### src/rtl/sr_ff_bank.sv
`default_nettype none
// ============================================================================
// Module   : sr_ff_bank
// Function : WIDTH-channel bank of set/reset storage elements. A runtime mode
//            register makes the S/R pins act as SR, JK, D or T inputs. Each
//            channel has a synchronous active-low preset and clear. SR
//            conflicts (S=R=1) resolve to a parameter-selected value and are
//            recorded in sticky per-channel flags and a saturating counter.
// Revision : 1.0 - initial release
// ============================================================================
module sr_ff_bank #(
  parameter int               WIDTH       = 8,
  parameter int               SR_CONFLICT = 0,
  parameter logic [WIDTH-1:0] INIT        = {WIDTH{1'b0}},
  parameter int               CNT_W       = 8
) (
  input  logic             i_clk,
  input  logic             i_rstn,
  input  logic             i_en,
  input  logic [1:0]       i_mode,
  input  logic             i_mode_ld,
  input  logic [WIDTH-1:0] i_S,
  input  logic [WIDTH-1:0] i_R,
  input  logic [WIDTH-1:0] i_prn,
  input  logic [WIDTH-1:0] i_clrn,
  input  logic             i_conflict_clr,
  output logic [WIDTH-1:0] o_Q,
  output logic [WIDTH-1:0] o_Qn,
  output logic [1:0]       o_mode,
  output logic [WIDTH-1:0] o_changed,
  output logic [WIDTH-1:0] o_conflict,
  output logic [CNT_W-1:0] o_conflict_cnt
);

  localparam logic [1:0] c_MODE_SR = 2'b00;
  localparam logic [1:0] c_MODE_JK = 2'b01;
  localparam logic [1:0] c_MODE_D  = 2'b10;
  localparam logic [1:0] c_MODE_T  = 2'b11;

  // Popcount of up to 32 channels needs 6 bits; the sum is kept wide so
  // saturation is judged on the true total, never on a wrapped value.
  localparam int                 c_POP_W   = 6;
  localparam int                 c_SUM_W   = CNT_W + c_POP_W;
  localparam logic [CNT_W-1:0]   c_CNT_MAX = {CNT_W{1'b1}};
  localparam logic [c_SUM_W-1:0] c_MAX_EXT = {{c_POP_W{1'b0}}, c_CNT_MAX};

  logic [WIDTH-1:0]   r_q;
  logic [1:0]         r_mode;
  logic [WIDTH-1:0]   r_changed;
  logic [WIDTH-1:0]   r_conflict;
  logic [CNT_W-1:0]   r_cnt;

  logic [WIDTH-1:0]   w_q_next;
  logic [WIDTH-1:0]   w_evt;
  logic [c_POP_W-1:0] w_pop;
  logic [c_SUM_W-1:0] w_base;
  logic [c_SUM_W-1:0] w_sum;
  logic [CNT_W-1:0]   w_cnt_next;

  // Per-channel next state: preset, clear, enable gate, then mode function.
  always_comb begin
    w_q_next = r_q;
    w_evt    = '0;
    for (int i = 0; i < WIDTH; i++) begin
      logic w_fn;
      w_fn = r_q[i];
      case (r_mode)
        c_MODE_SR: begin
          if (i_S[i] && i_R[i]) begin
            if (SR_CONFLICT == 1)      w_fn = 1'b1;
            else if (SR_CONFLICT == 2) w_fn = 1'b0;
            else if (SR_CONFLICT == 3) w_fn = ~r_q[i];
            else                       w_fn = r_q[i];
          end else if (i_S[i]) begin
            w_fn = 1'b1;
          end else if (i_R[i]) begin
            w_fn = 1'b0;
          end
        end
        c_MODE_JK: begin
          if (i_S[i] && i_R[i]) w_fn = ~r_q[i];
          else if (i_S[i])      w_fn = 1'b1;
          else if (i_R[i])      w_fn = 1'b0;
        end
        c_MODE_D: w_fn = i_S[i];
        c_MODE_T: w_fn = i_S[i] ? ~r_q[i] : r_q[i];
        default:  w_fn = r_q[i];
      endcase

      if (!i_prn[i])       w_q_next[i] = 1'b1;
      else if (!i_clrn[i]) w_q_next[i] = 1'b0;
      else if (i_en)       w_q_next[i] = w_fn;
      else                 w_q_next[i] = r_q[i];

      // Only an SR-mode, enabled, un-overridden S=R=1 counts as a conflict.
      w_evt[i] = (r_mode == c_MODE_SR) & i_en & i_prn[i] & i_clrn[i] & i_S[i] & i_R[i];
    end
  end

  // Number of conflict events on this edge.
  always_comb begin
    w_pop = '0;
    for (int i = 0; i < WIDTH; i++) begin
      w_pop = w_pop + {{(c_POP_W-1){1'b0}}, w_evt[i]};
    end
  end

  // Counter next value: clear reloads with this cycle's events; saturate on the sum.
  always_comb begin
    w_base     = i_conflict_clr ? '0 : {{c_POP_W{1'b0}}, r_cnt};
    w_sum      = w_base + {{CNT_W{1'b0}}, w_pop};
    w_cnt_next = (w_sum > c_MAX_EXT) ? c_CNT_MAX : w_sum[CNT_W-1:0];
  end

  // Storage elements and their change strobe.
  always_ff @(posedge i_clk) begin
    if (!i_rstn) begin
      r_q       <= INIT;
      r_changed <= '0;
    end else begin
      r_q       <= w_q_next;
      r_changed <= w_q_next ^ r_q;
    end
  end

  // Mode register; a load takes effect on the following edge.
  always_ff @(posedge i_clk) begin
    if (!i_rstn) begin
      r_mode <= c_MODE_SR;
    end else if (i_mode_ld) begin
      r_mode <= i_mode;
    end
  end

  // Sticky conflict flags; a same-cycle event survives a clear.
  always_ff @(posedge i_clk) begin
    if (!i_rstn) begin
      r_conflict <= '0;
    end else if (i_conflict_clr) begin
      r_conflict <= w_evt;
    end else begin
      r_conflict <= r_conflict | w_evt;
    end
  end

  // Saturating conflict counter.
  always_ff @(posedge i_clk) begin
    if (!i_rstn) begin
      r_cnt <= '0;
    end else begin
      r_cnt <= w_cnt_next;
    end
  end

  assign o_Q            = r_q;
  assign o_Qn           = ~r_q;
  assign o_mode         = r_mode;
  assign o_changed      = r_changed;
  assign o_conflict     = r_conflict;
  assign o_conflict_cnt = r_cnt;

endmodule
`default_nettype wire

### config.mk
export PLATFORM = sky130hd
export DESIGN_NAME = sr_ff_bank
export DESIGN_NICKNAME = d
export VERILOG_FILES = /design/src/rtl/sr_ff_bank.sv
export SDC_FILE = /design/constraint.sdc
export NUM_CORES = 1
export LEC_CHECK = 0
export ABC_AREA = 1
export BUFFER_PORTS_ARGS = -buffer_cell sky130_fd_sc_hd__clkbuf_2
export CORE_ASPECT_RATIO = 2
export CORE_MARGIN = 8
export CORE_UTILIZATION = 40
export DETAILED_ROUTE_END_ITERATION = 8
export PLACE_DENSITY = 0.71
export SLEW_MARGIN = 25
export SYNTH_ARGS = -nofsm -noshare
export SYNTH_HDL_FRONTEND = slang
export SYNTH_SLANG_ARGS = --single-unit
### constraint.sdc
create_clock -name i_clk -period 4.36 [get_ports i_clk]
set_input_delay 0.872 -clock i_clk [delete_from_list [all_inputs] [get_ports i_clk]]
set_output_delay 0.872 -clock i_clk [all_outputs]
set_load 0.01 [all_outputs]
Word-level counts from Yosys, hierarchy flattened
Index checks and enable logic that the tools add are counted.
{"block": "totals", "register_bits": 34, "input_bits": 39, "out_inout_bits": 42, "wordCells": 145}
{"block": "classes", "add_sub_neg": 8, "n_lt_le_gt_ge": 1, "eq_ne": 3, "muxes": 75, "bitwise_logic": 44, "reduce_logical": 9}
{"operator": "$mux W1", "count": 64}
{"operator": "$and A1 B1 Y1", "count": 33}
{"operator": "$pmux W1 S4", "count": 8}
{"operator": "$mux W8", "count": 3}
{"operator": "$add A6 B1 Y6", "count": 2}
{"operator": "$add A8 B6 Y9", "count": 1}
{"operator": "$gt A9 B8 Y1 const B", "count": 1}
{"operator": "$logic_and A1 B1 Y1", "count": 8}
{"operator": "$not A1 Y1", "count": 8}
{"operator": "$not A8 Y8", "count": 1}
{"operator": "$or A8 B8 Y8", "count": 1}
{"operator": "$xor A8 B8 Y8", "count": 1}
{"operator": "$add A5 B1 Y6", "count": 1}
{"operator": "$add A4 B1 Y5", "count": 1}
{"operator": "$add A3 B1 Y4", "count": 1}
{"operator": "$eq A2 B2 Y1 const B", "count": 2}
{"operator": "$add A2 B1 Y3", "count": 1}
{"operator": "$add A1 B1 Y2", "count": 1}
{"operator": "$eq A2 B1 Y1 const B", "count": 1}
{"operator": "$logic_not A2 Y1", "count": 1}

Logic depth before layout (Yosys ltp)
Gate-level depths: netlist (run 1).
{"block": "depth", "depth_word": 16, "ltp_mapped": 18, "depth_no_buf": 18}

Least setup slack after synthesis (run 1)
No wires, ideal clock.
{"block": "synth_path", "kind": "in2reg", "from": "in i_en", "to": "reg r_cnt[5], in the netlist o_conflict_cnt[5]", "setup_ps": 65, "arrival_time_ps": 4215, "required_ps": 4295, "path_slack_ps": 80, "path_stages": 16, "path_buffers": 1, "cell_sequence": "buf_2 -> inv_2 -> nor3_1 -> nand3_1 -> inv_1 -> fa_1 -> inv_1 -> fa_1 -> fa_1 -> fa_1 -> fa_1 -> o21ai_2 -> nand3_2 -> nand2_1 -> nor2_1 -> nor2_1"}
{"block": "synth_via", "elab_chain_cells": 15, "elab_cells_between_ends": 43, "cone_classes": "add/sub (8); order compare (1); mux (1); bitwise (33)"}
{"element": "start: declaration", "line": "19", "rtl": "input logic i_en,"}
{"element": "$and A1 B1 Y1 *", "line": "96", "rtl": "w_evt[i] = (r_mode == c_MODE_SR) & i_en & i_prn[i] & i_clrn[i] & i_S[i] & i_R[i];"}
{"element": "$and A1 B1 Y1 (4 in a row)", "line": "96"}
{"element": "$add A1 B1 Y2", "line": "104", "rtl": "w_pop = w_pop + {{(c_POP_W-1){1'b0}}, w_evt[i]};"}
{"element": "$add A2 B1 Y3", "line": "104"}
{"element": "$add A3 B1 Y4", "line": "104"}
{"element": "$add A4 B1 Y5", "line": "104"}
{"element": "$add A5 B1 Y6", "line": "104"}
{"element": "$add A6 B1 Y6", "line": "104"}
{"element": "$add A6 B1 Y6 *", "line": "104"}
{"element": "$add A8 B6 Y9 *", "line": "111", "rtl": "w_sum = w_base + {{CNT_W{1'b0}}, w_pop};"}
{"element": "$gt A9 B8 Y1", "line": "112", "rtl": "w_cnt_next = (w_sum > c_MAX_EXT) ? c_CNT_MAX : w_sum[CNT_W-1:0];"}
{"element": "$mux W8 *", "line": "112"}
{"element": "end signal: assignment", "line": "151", "rtl": "r_cnt <= w_cnt_next;"}
{"element": "end: declaration", "line": "51", "rtl": "logic [CNT_W-1:0] r_cnt;"}
Mark *: on every way between the ends. The rest lies on a longest branch, timed or not.
A chain may end at the register's enable or synchronous reset.

Worst setup path in the final report (run 1)
{"block": "layout_path", "from": "in i_en", "to": "reg r_cnt[4], in the netlist o_conflict_cnt[4]"}
Same word-level chain as after synthesis.

==> results of run 1 <==
cells in the final DEF, fill, tap and decap left out, drive strengths merged:
| master | instances |
|---|---|
| a21oi | 34 |
| buf | 11 |
| clkbuf | 88 |
| dfxtp | 34 |
| fa | 5 |
| ha | 6 |
| inv | 42 |
| nand2 | 84 |
| nand3 | 36 |
| nand3b | 2 |
| nand4 | 3 |
| nor2 | 45 |
| nor3 | 1 |
| o21ai | 3 |
| or2 | 3 |
| xnor2 | 1 |
| xor2 | 2 |
synthesized netlist by cell type, types with 3 or more instances:
cell type	n	area, µm²
dfxtp_1	34	680.7
inv_2	5	18.77
nand3_1	33	165.2
clkbuf_1	3	11.26
ha_1	6	75.07
or2_1	3	18.77
nor2_1	43	161.4
nand2_1	83	311.6
nand3_2	3	30.03
fa_1	5	100.1
nand4_1	3	18.77
a21oi_1	33	165.2
inv_1	37	138.9
state kept, by name (all words and copies together) (netlist names):
| register | cells |
|---|---|
| o_Q | 8 |
| o_mode | 2 |
| o_changed | 8 |
| o_conflict | 8 |
| o_conflict_cnt | 8 |
final timing paths:
| kind | startpoint | slack [ns] | cells past startpoint | endpoint |
|---|---|---|---|---|
| worst max-delay path | i_en | 0.20 | 15 | o_conflict_cnt[4]$_SDFF_PN0_ |
| worst min-delay path | o_conflict[2]$_SDFF_PN0_ | 0.47 | 2 | o_conflict[2]$_SDFF_PN0_ |
| worst max register to register | o_mode[1]$_SDFFE_PN0P_ | 0.45 | 15 | o_conflict_cnt[4]$_SDFF_PN0_ |
| worst min register to register | o_conflict[2]$_SDFF_PN0_ | 0.47 | 2 | o_conflict[2]$_SDFF_PN0_ |
power groups by stage:
stage	combinational, mW	clock (mW)	sequential [mW]
floorplan	0.0722	0	0.348
global placement	0.145	0	0.341
detailed placement	0.147	0	0.341
CTS	0.148	0.284	0.334
global route	0.164	0.301	0.336
finish	0.147	0.278	0.334
per-layer routing:
layer  wire, µm  vias up
li1           -     1152
met1       2261     1001
met2       3645       54
met3        370        8
met4         93        0
met5          0        -
through the flow:
step | TNS (ns) | area [µm²] | total power [mW] | hold slack, ns
after floorplan | 0 | 2024 | 0.4204 | 0.4873
after global placement | -0.01720 | 2536 | 0.4861 | 0.4592
after detailed placement | -0.9207 | 2536 | 0.4881 | 0.4632
after CTS | 0 | 2646 | 0.7658 | 0.4723
after global routing | 0 | 2654 | 0.8014 | 0.4952
final | 0 | 2654 | 0.7589 | 0.4689
worst max-delay path, stage by stage:
cell      delay, ns
clkbuf_2       0.16
inv_2          0.05
nor3_1         0.19
nand3_1        0.13
inv_1          0.09
fa_1           0.41
inv_1          0.09
fa_1           0.45
fa_1           0.50
fa_2           0.37
fa_1           0.42
o21ai_2        0.19
buf_4          0.15
xor2_1         0.15
a21oi_1        0.08
cell type report:
type                    instances  share of cell area
repair buffers                 91              0.1820
multi-input cells             225              0.4338
well taps                      57             0.02687
flip-flops and latches         34              0.2565
inverters                      42             0.05941
clock buffers                   8             0.04149
logic make-up after synthesis:
| family | share of synthesized area |
|---|---|
| buf+inv | 0.09888 |
| xor+xnor | 0.01298 |
| simple gates | 0.3702 |
| compound gates | 0.09518 |
| flops | 0.3362 |
| fa+ha+maj | 0.08653 |
what timing repair did:
| action | in CTS | in global routing |
|---|---|---|
| endpoints found under the setup margin | 0 | 6 |
| gates resized for setup | 0 | 3 |
| hold buffers | 0 | 0 |
==> impl_metrics.py, run 1 <==
metrics = {
    "clocking": {
        "postCtsSetupRepairBufs": 0,
        "htreeDepth": 2,
        "cts_buffer_depth": 2,
        "cts_tree": "built",
        "clock_sinks": 34,
        "path_clk_slew_ns": 0.07,
        "tritoncts.num_buffers": 5,
        "cts-root-buf": "clkbuf_8",
        "clock_latency_ns": 0.29,
    },
    "cells_and_area": {
        "final_util": 0.5455,
        "multi_input_area_um2": 1151,
        "nets": 449,
        "layout.cells.non_filler": 457,
        "regArea_um2": 680.7,
        "drive_above_1_share": 0.2875,
        "syn_to_final_growth_pct": 31.09,
        "antenna_cells": 0,
        "fillers": 522,
    },
    "status": {
        "status": "finished, final reports clean",
    },
    "global_route": {
        "busiest_layer": "met2",
        "first_global_vias": 2262,
        "met2_usage": 0.3299,
        "grt_pass1_wl_um": 10050,
        "grt-ovfl-total": 0,
        "antenna_found_initial": 0,
        "track_usage": 0.1658,
        "gr-usage-met3": 0.03939,
        "grt_max_degree": 25,
        "met1_usage": 0.1504,
    },
    "min_path": {
        "hold_class": "flip-flop to flip-flop",
    },
    "sta": {
        "fmaxAchievable_mhz": 240.4,
        "finClkSkew_ns": 0.01410,
        "worst_slack_ns": 0.1995,
        "rsz0062_at_grt": "false",
        "setup_viol": 0,
        "slew_headroom": 0.4491,
        "timing.final.crit_share": 0.9542,
        "worstMarginPinSlew_ns": 0.8255,
        "timing.final.crit_period_ns": 4.160,
        "drv_slew": 0,
        "hold_viol_final": 0,
    },
    "logic_synthesis": {
        "synthCells": 308,
        "synth.yosys.warnings": 0,
        "ys_seq_area_frac": 0.3362,
        "syn_nets": 358,
        "ys_ff_latch": 34,
        "syn_area_um2": 2024,
        "synth_cell_types": 26,
        "async_flop_share": 0,
        "synth_edf_count": 0,
        "synth-main-ff-cell": "dfxtp_1",
        "syn_avg_cell_area_um2": 6.573,
    },
    "route": {
        "dr.pass1.iters": 4,
        "ant_nets": 0,
        "drc": 0,
        "drt-total-wl_um": 6371,
        "viasPerCell": 4.847,
        "wl_per_cell_um": 13.94,
        "drtIter0Drc": 110,
        "num_vias": 2215,
    },
    "critical_path": {
        "cp_max_fo": 5,
        "start_kind": "input port",
        "cp.required_ns": 4.49,
        "cp.arrival_ns": 4.29,
        "cp-end-kind": "flip-flop",
        "critPathKind": "input port to flip-flop",
    },
    "place": {
        "dp.cells": 449,
        "place_worst_setup_slack_ns": -0.1594,
        "place.port_buffers": 80,
        "globalplace.congestion": 0.8969,
        "hpwl_um": 5156,
    },
    "power_and_ir_drop": {
        "powerDensity_nw_per_um2": 286.0,
        "p_sw_mw": 0.2164,
        "pwr-share-seq": 0.440,
        "p_sw_frac": 0.2851,
        "clkPwrFrac": 0.366,
        "pwr-share-comb": 0.194,
        "p_int_mw": 0.5426,
        "max-vdd-ir-drop_v": 0.0002076,
        "leakage_nw": 1.460,
    },
    "floorplan": {
        "coreArea_um2": 4865,
        "dieHeight_um": 116.6,
        "start_util": 0.4162,
        "die_w_um": 66.31,
        "ioPinCount": 81,
        "num_rows": 36,
        "floorplan.die_area_um2": 7732,
    },
    "job": {
        "cap_violations": 0,
    },
}
No activity file was read; power rests on OpenSTA's default activity.
==> run 2: changes to the inputs <==
--- a/config.mk
+++ b/config.mk
@@ -7,11 +7,12 @@
 export LEC_CHECK = 0
 export ABC_AREA = 1
 export BUFFER_PORTS_ARGS = -buffer_cell sky130_fd_sc_hd__clkbuf_2
+export CAP_MARGIN = 30
 export CORE_ASPECT_RATIO = 2
 export CORE_MARGIN = 8
-export CORE_UTILIZATION = 40
+export CORE_UTILIZATION = 44
 export DETAILED_ROUTE_END_ITERATION = 8
-export PLACE_DENSITY = 0.71
+export PLACE_DENSITY = 0.79
 export SLEW_MARGIN = 25
 export SYNTH_ARGS = -nofsm -noshare
 export SYNTH_HDL_FRONTEND = slang
==> impl_metrics.py, run 2 (synthesis results as in run 1) <==
metrics = {
    "clocking": {
        "cts_tree": "built",
        "postCtsSetupRepairBufs": 0,
        "clock_sinks": 34,
        "path_clk_slew_ns": 0.08,
        "cts_hold_buffers": 0,
        "tritoncts.num_buffers": 5,
        "cts_buffer_depth": 2,
        "htreeDepth": 2,
        "postCtsResizedCells": 0,
        "clock_latency_ns": 0.29,
        "cts-root-buf": "clkbuf_8",
    },
    "status": {
        "status": "finished, final reports clean",
    },
    "critical_path": {
        "slowest_delay_ns": 0.50,
        "cpMostUsedCell": "fa_1",
        "critPathKind": "input port to flip-flop",
        "cp-end-kind": "flip-flop",
        "cp.arrival_ns": 4.37,
        "r2r_start": "o_mode[1]$_SDFFE_PN0P_",
        "cp.required_ns": 4.58,
        "cp_max_fo": 8,
        "r2r_end": "o_conflict_cnt[5]$_SDFF_PN0_",
        "start_kind": "input port",
        "crit_path_cell_trace": "clkbuf_2 -> nand2_1 -> inv_1 -> nand3_1 -> nor2_2 -> fa_1 -> inv_1 -> fa_1 -> fa_1 -> fa_1 -> fa_1 -> o21ai_4 -> nand3_4 -> nand2_1 -> nor2_1 -> nor2_1",
        "r2r_slack_ns": 0.44,
        "reg2reg_depth": 16,
        "cp_slowest_cell": "fa_1",
    },
    "power_and_ir_drop": {
        "max-vdd-ir-drop_v": 0.0002594,
        "p_sw_mw": 0.2200,
        "pwr-share-seq": 0.402,
        "powerDensity_nw_per_um2": 312.1,
        "p_sw_frac": 0.2652,
        "p_int_mw": 0.6098,
        "clkPwrFrac": 0.424,
        "pwr-share-comb": 0.174,
        "finalPower_mw": 0.8298,
        "leakage_nw": 1.450,
    },
    "cells_and_area": {
        "nets": 445,
        "syn_to_final_growth_pct": 31.33,
        "fillers": 420,
        "fin_area_um2": 2659,
        "layout.cells.non_filler": 451,
        "drive_above_1_share": 0.2753,
        "layout_commonest_cell": "nand2_1",
        "antenna_cells": 0,
        "mostFrequentLayoutCells": "nand2_1 (83), clkbuf_2 (80), nor2_1 (42), inv_1 (37), dfxtp_1 (34)",
    },
    "sta": {
        "worstMarginPinSlew_ns": 0.8609,
        "finClkSkew_ns": 0.01131,
        "slew_headroom": 0.4254,
        "fmaxAchievable_mhz": 241.0,
        "setup_viol": 0,
        "drv_slew": 0,
        "setup_tns_ns": 0,
        "timing.final.crit_share": 0.9518,
        "rsz0062_at_grt": "false",
        "hold_viol_final": 0,
        "worst_slack_ns": 0.2104,
        "timing.final.crit_period_ns": 4.150,
    },
    "global_route": {
        "track_usage": 0.1651,
        "grt_pass1_wl_um": 9942,
        "grt_max_degree": 25,
        "grt-ovfl-total": 0,
        "first_global_vias": 2321,
        "antenna_found_initial": 0,
    },
    "place": {
        "hpwl_um": 4815,
        "place_worst_setup_slack_ns": -0.1855,
        "globalplace.congestion": 0.8323,
        "dpl_cell_area_um2": 2504,
        "place.port_buffers": 80,
        "dp.cells": 443,
    },
    "floorplan": {
        "ioPinCount": 81,
        "num_rows": 35,
        "dieHeight_um": 111.9,
        "start_util": 0.4488,
        "floorplan.die_area_um2": 7159,
        "coreArea_um2": 4511,
        "die_w_um": 63.97,
    },
    "route": {
        "drt-total-wl_um": 6136,
        "ant_nets": 0,
        "drc": 0,
        "drtIter0Drc": 95,
        "num_vias": 2290,
        "wl_per_cell_um": 13.61,
        "dr.pass1.iters": 4,
        "viasPerCell": 5.078,
    },
    "min_path": {
        "hp-start": "o_conflict[2]$_SDFF_PN0_",
        "holdPathEnd": "o_conflict[2]$_SDFF_PN0_",
        "hold_class": "flip-flop to flip-flop",
        "whs_path_depth": 2,
    },
    "job": {
        "cap_violations": 0,
    },
}
==> run 2: layout make-up <==
class / instances / area (µm²) / share of cell area
Clock buffer: 5 / 68.82 / 0.02588
Clock inverter: 3 / 68.82 / 0.02588
Inverter: 42 / 157.7 / 0.05929
Multi-Input combinational cell: 225 / 1161 / 0.4367
Sequential cell: 34 / 680.7 / 0.2560
Tap cell: 55 / 68.82 / 0.02588
Timing Repair Buffer: 87 / 452.9 / 0.1704
==> run 2: worst max-delay path by stage <==
stage	startpoint	endpoint	slack, ns
2_1_floorplan	i_en	o_conflict_cnt[5]$_SDFF_PN0_	0.08
3_3_place_gp	i_en	o_conflict_cnt[5]$_SDFF_PN0_	-0.03
3_5_place_dp	i_en	o_conflict_cnt[5]$_SDFF_PN0_	-0.19
4_1_cts	i_en	o_conflict_cnt[5]$_SDFF_PN0_	0.12
5_1_grt	i_en	o_conflict_cnt[5]$_SDFF_PN0_	0.02
6_report	i_en	o_conflict_cnt[5]$_SDFF_PN0_	0.21
==> run 2: power groups by stage <==
| stage | clock [mW] | sequential (mW) | combinational [mW] |
|---|---|---|---|
| floorplan | 0 | 0.348 | 0.0722 |
| global placement | 0 | 0.340 | 0.139 |
| detailed placement | 0 | 0.341 | 0.143 |
| CTS | 0.361 | 0.334 | 0.144 |
| global route | 0.367 | 0.335 | 0.162 |
| finish | 0.352 | 0.334 | 0.144 |
==> run 2: metal layers <==
metal / up-vias / track usage / share of wire
met5: - / 0 / 0
met4: 0 / 0.06147 / 0.011
met3: 6 / 0.05829 / 0.098
met2: 109 / 0.2805 / 0.49
met1: 1025 / 0.1804 / 0.40
li1: 1150 / - / -
==> run 2: metrics by stage <==
step / util / hold WS [ns]
after floorplan: - / 0.4873
after global placement: 0.5551 / 0.4529
after detailed placement: 0.5551 / 0.4587
after CTS: 0.5856 / 0.4715
after global routing: 0.5895 / 0.4944
final: 0.5895 / 0.4724
==> run 2: worst max-delay path, delay by kind of cell <==
family                     cells  cell delay (ns)
and+or+nand+nor                7             0.66
buffers and inverters          3             0.32
adders and majority gates      5             2.26
AOI/OAI and AO/OA              1             0.24
